### src/rtl/sensor_alarm_ctrl.sv
// sensor_alarm_ctrl: N-channel debounced sensor alarm with timed one-hot buzzer, ack and hold-off.
// Optional build macro SENSOR_ALARM_LATCH_EN: buzzer stays on until ack instead of timing out.
module sensor_alarm_ctrl #(
   parameter int NUM_CH          = 3,
   parameter int DEBOUNCE_CYCLES = 8,
   parameter int ALARM_CYCLES    = 32,
   parameter int HOLDOFF_CYCLES  = 4,
   localparam int CW = (NUM_CH > 1) ? $clog2(NUM_CH) : 1
) (
   input  logic              clk,
   input  logic              rst_n,
   input  logic              ena,
   input  logic [NUM_CH-1:0] sensor_in,
   input  logic              ack,
   output logic [NUM_CH-1:0] buzzer_out,
   output logic              alarm_active,
   output logic [CW-1:0]     alarm_ch
);

   localparam int QW = $clog2(DEBOUNCE_CYCLES + 1);
   localparam int DW = $clog2(ALARM_CYCLES + 1);
   localparam int HW = (HOLDOFF_CYCLES > 0) ? $clog2(HOLDOFF_CYCLES + 1) : 1;
   localparam logic [QW-1:0] QMAX = QW'(DEBOUNCE_CYCLES);
   localparam logic [DW-1:0] DMAX = DW'(ALARM_CYCLES);
   localparam logic [HW-1:0] HMAX = HW'(HOLDOFF_CYCLES);
`ifdef SENSOR_ALARM_LATCH_EN
   localparam bit LATCH = 1'b1;
`else
   localparam bit LATCH = 1'b0;
`endif

   typedef enum logic [1:0] {IDLE, QUAL, ALARM, HOLD} state_t;

   state_t            state, state_n;
   logic [CW-1:0]     cand, cand_ch, cand_ch_n, ch_n;
   logic              cand_valid, fire, active_n;
   logic [NUM_CH-1:0] cand_hot, buzzer_n;
   logic [QW-1:0]     qual_cnt, qual_n;
   logic [DW-1:0]     dur_cnt, dur_n;
   logic [HW-1:0]     hold_cnt, hold_n;

   // lowest-index asserted sensor wins
   always_comb begin
      cand = '0;
      for (int i = NUM_CH - 1; i >= 0; i--)
         if (sensor_in[i]) cand = CW'(i);
   end

   assign cand_valid = |sensor_in;
   assign cand_hot   = NUM_CH'(1) << cand;

   // next-state, counters and registered-output values
   always_comb begin
      state_n   = state;
      cand_ch_n = cand_ch;
      qual_n    = qual_cnt;
      dur_n     = dur_cnt;
      hold_n    = hold_cnt;
      buzzer_n  = buzzer_out;
      active_n  = alarm_active;
      ch_n      = alarm_ch;
      fire      = 1'b0;
      case (state)
         IDLE: begin
            if (cand_valid) begin
               cand_ch_n = cand;
               qual_n    = QW'(1);
               state_n   = QUAL;
               fire      = (QMAX == QW'(1));
            end
         end
         QUAL: begin
            if (!cand_valid) begin
               qual_n  = '0;
               state_n = IDLE;
            end else if (cand != cand_ch) begin
               cand_ch_n = cand;
               qual_n    = QW'(1);
            end else begin
               qual_n = qual_cnt + QW'(1);
               fire   = ((qual_cnt + QW'(1)) == QMAX);
            end
         end
         ALARM: begin
            if (ack || (!LATCH && dur_cnt == DMAX)) begin
               buzzer_n = '0;
               active_n = 1'b0;
               dur_n    = '0;
               hold_n   = '0;
               state_n  = (HOLDOFF_CYCLES == 0) ? IDLE : HOLD;
            end else if (dur_cnt != DMAX) begin
               dur_n = dur_cnt + DW'(1);
            end
         end
         HOLD: begin
            hold_n = hold_cnt + HW'(1);
            if ((hold_cnt + HW'(1)) == HMAX) begin
               hold_n  = '0;
               state_n = IDLE;
            end
         end
         default: begin
            state_n   = IDLE;
            cand_ch_n = '0;
            qual_n    = '0;
            dur_n     = '0;
            hold_n    = '0;
            buzzer_n  = '0;
            active_n  = 1'b0;
            ch_n      = '0;
         end
      endcase
      if (fire) begin
         state_n  = ALARM;
         qual_n   = '0;
         buzzer_n = cand_hot;
         active_n = 1'b1;
         ch_n     = cand;
         dur_n    = DW'(1);
      end
   end

   // state and output registers; ena low freezes everything
   always_ff @(posedge clk or negedge rst_n) begin
      if (!rst_n) begin
         state        <= IDLE;
         cand_ch      <= '0;
         qual_cnt     <= '0;
         dur_cnt      <= '0;
         hold_cnt     <= '0;
         buzzer_out   <= '0;
         alarm_active <= 1'b0;
         alarm_ch     <= '0;
      end else if (ena) begin
         state        <= state_n;
         cand_ch      <= cand_ch_n;
         qual_cnt     <= qual_n;
         dur_cnt      <= dur_n;
         hold_cnt     <= hold_n;
         buzzer_out   <= buzzer_n;
         alarm_active <= active_n;
         alarm_ch     <= ch_n;
      end
   end

endmodule

### config.mk
export PLATFORM = sky130hd
export DESIGN_NAME = sensor_alarm_ctrl
export DESIGN_NICKNAME = d
export VERILOG_FILES = /design/src/rtl/sensor_alarm_ctrl.sv
export SDC_FILE = /design/constraint.sdc
export NUM_CORES = 1
export LEC_CHECK = 0
export ABC_AREA = 1
export CAP_MARGIN = 20
export CORE_ASPECT_RATIO = 1.1
export CORE_MARGIN = 4
export CORE_UTILIZATION = 49
export CTS_CLUSTER_DIAMETER = 40
export DETAILED_ROUTE_END_ITERATION = 12
export PLACE_DENSITY = 0.75
export SLEW_MARGIN = 15
export SYNTH_ARGS = -nofsm -noshare
export SYNTH_HDL_FRONTEND = slang
export SYNTH_SLANG_ARGS = --single-unit
### constraint.sdc
create_clock -name clk -period 1.8 [get_ports clk]
set_input_delay 0.27 -clock clk [delete_from_list [all_inputs] [get_ports clk]]
set_output_delay 0.27 -clock clk [all_outputs]
set_load 0.03 [all_outputs]
==> flow_summary.yaml <==
clock_network:
  htree_levels: 1
  post-cts-setup-buffer-count: 0
  numCtsBuffers: 3
  cts_resized: 0
  hold_buffers: 0
  cts_tree: "built"
  root_buffer: "clkbuf_4"
  clkSlewWorstSetupHoldPaths_ns: 0.12
  insertion_delay_ns: 0.31
  clk_path_buf_depth: 2
  clock-sinks: 23
power_and_ir_drop:
  peakVddDrop_mv: 0.575
  p_seq_share_pct: 48.7
  powerDensity_nw_per_um2: 878
  internal_power_uw: 905
  clkPwrFrac_pct: 16.4
  power_leakage_uw: 0.000831
  power_frac_comb_pct: 35.0
  p_sw_uw: 545
  p_sw_share_pct: 37.6
place:
  gp_congestion: 0.812
  portBuffers: 12
  place_area_um2: 1620
  dp_hpwl_um: 2180
floorplanning:
  die-area_um2: 3720
  io_pins: 13
  die_h_um: 63.6
  rows: 19
  fp.dieW_um: 58.6
  design.core.area_um2: 2590
  start_util_pct: 53.2
timing:
  slew_headroom_pct: 78.6
  drv_slew: 0
  finalCritPeriodShare_pct: 91.9
  period_needed_ns: 1.65
  finalSetupViolCount: 0
  clock_skew_ns: 0.00668
  hold_violations: 0
  max_freq_mhz: 605
  tightestPinTransition_ns: 0.320
  grt_setup_unrepaired: "false"
  whs_ns: 0.292
layout:
  multi_input_area_um2: 718
  nNetsFinal: 218
  antenna_cells: 0
  final_area_um2: 1650
  syn_to_final_growth_pct: 19.9
  nFillCells: 237
  drive_above_1_share_pct: 18.6
  regArea_um2: 576
logic_synthesis:
  yosysTopAreaCell: "dfrtp_1"
  synthTopCellsByArea: "dfrtp_1 42%, nand2_1 17%, nand3_1 5.8%, ha_1 5.4%, inv_1 4.6%"
  seq_area_frac_synth_pct: 41.8
  ys_seq_elements: 23
  syn_inst: 176
  synth.avg_cell_area_um2: 7.83
  syn_nets: 189
  ys_types: 22
  synth_top_area_share_pct: 41.8
  synth.cell_area_um2: 1380
  yosys_warnings: 0
route:
  vias: 1159
  drt_iter0_drc: 55
  ant_nets: 0
  wl_per_cell_um: 11.4
  wl_met1_um: 1150
  top_layer_used: "met4"
  viasPerCell: 4.93
  wl_met3_um: 59
  drc: 0
  firstDrtPassIters: 4
  wirelength_um: 2680
  met2_wirelength_um: 1430
critical_path:
  r2r-start: "qual_cnt[1]$_DFFE_PN0P_"
  crit_path_start_kind: "flip-flop"
  critPathMaxFanout: 11
  crit_start: "qual_cnt[1]$_DFFE_PN0P_"
  required_ns: 2.00
  crit_arrival_ns: 1.86
  r2r-end: "dur_cnt[5]$_DFFE_PN0P_"
  reg2reg_setup_slack_ns: 0.15
  end_kind: "flip-flop"
  worstSetupPathType: "flip-flop to flip-flop"
  crit_path_end: "dur_cnt[5]$_DFFE_PN0P_"
  reg2reg_depth: 8
grt:
  grt_pass1_wl_um: 4810
  grt_usage_pct: 16.5
  antenna_found_initial: 0
  overflow: 0
  grt_pass1_vias: 1172
  grt_max_degree: 24
hold_path:
  hp-class: "input port to async pin"
job:
  maxCapViolCount: 0
status:
  status: "finished, final reports clean"
## critical path: stages (launching register included)
cell and delay (ns):
dfrtp_1 0.43, ha_1 0.21, xor2_1 0.19, nor2_2 0.16
nand3_4 0.13, nand2_2 0.10, nand2_2 0.15, nand2_1 0.12
o21ai_2 0.06
## metal layers
layer | track usage, % | vias up
met1 | 18.9 | 532
met2 | 29.6 | 10
met3 | 2.45 | 4
met4 | 6.67 | 0
met5 | 0 | -
li1 | - | 613
## metrics by stage
| step | setup WS, ns | power (uW) | TNS, ns | std cells | utilization (%) |
|---|---|---|---|---|---|
| detailed placement | -0.171 | 1220 | -2.19 | 231 | 62.5 |
| floorplan | 0.267 | 1050 | 0 | 176 | - |
| CTS | 0.0727 | 1460 | 0 | 235 | 63.5 |
| global route | 0.0327 | 1570 | 0 | 235 | 63.7 |
| finish | 0.147 | 1450 | 0 | 235 | 63.7 |
| global placement | -0.0933 | 1180 | -0.838 | 231 | 62.5 |
## cells by family (layout without fill, tap and decap cells)
family                     Yosys count  count (layout)  synth area share [%]
and+or+nand+nor                    105             105                  35.1
DFF                                 23              23                  41.8
buffers and inverters               20              48                  6.54
AOI/OAI and AO/OA                   18              18                  8.54
adders and majority gates            6               6                  5.45
xor gates and xnor gates             4               4                  2.54
## layout by cell type (no fill, tap or decap), drive strengths merged
cell	Yosys	routed
inv	18	18
xnor2	2	2
o21ai	13	13
nand3	18	18
nand4	1	1
nand2	67	67
a21oi	3	3
ha	6	6
dfrtp	23	23
buf	2	14
xor2	2	2
clkdlybuf4s50	0	12
nand3b	2	2
o21bai	2	2
clkbuf	0	4
nor2	17	17
## worst min path at each step
stage / from / endpoint / slack (ns)
global route: rst_n / dur_cnt[0]$_DFFE_PN0P_ / 0.30
CTS: rst_n / dur_cnt[0]$_DFFE_PN0P_ / 0.30
detailed placement: buzzer_out[0]$_DFFE_PN0P_ / buzzer_out[0]$_DFFE_PN0P_ / 0.46
floorplan: rst_n / alarm_active$_DFFE_PN0P_ / -0.03
finish: rst_n / state[1]$_DFFE_PN0P_ / 0.29
global placement: buzzer_out[2]$_DFFE_PN0P_ / buzzer_out[2]$_DFFE_PN0P_ / 0.46
## state kept, by name, summed over array words and instances (netlist names)
register / count
cand_ch: 2
qual_cnt: 4
dur_cnt: 6
hold_cnt: 3
buzzer_out: 3
alarm_active: 1
alarm_ch: 2
state: 2
## power groups by stage
stage          Clock (uW)  Combinational, uW  Sequential [uW]
2_1_floorplan           0                353              696
3_5_place_dp            0                502              717
3_3_place_gp            0                477              707
4_1_cts               245                508              707
6_report              238                507              706
5_1_grt               268                585              720
## cell usage after synthesis
master and count:
nand2_1 62, dfrtp_1 23, inv_1 17, nand3_1 16, nor2_1 12, ha_1 6
o21ai_0 6, o21ai_2 6, nand2_2 5, a21oi_1 3, nor2_4 3, buf_6 2
nand3b_1 2, nor2_2 2, o21bai_1 2, xnor2_1 2, xor2_1 2, inv_2 1
nand3_2 1, nand3_4 1, nand4_1 1, o21ai_1 1
## cell type report
cell class,instances,share of cell area (%)
clock buffers,4,1.59
repair buffers,26,13.6
well taps,31,2.35
flip-flops and latches,23,34.8
inverters,18,4.09
multi-input cells,133,43.5
Note: power is estimated with default switching activity, not from simulation.
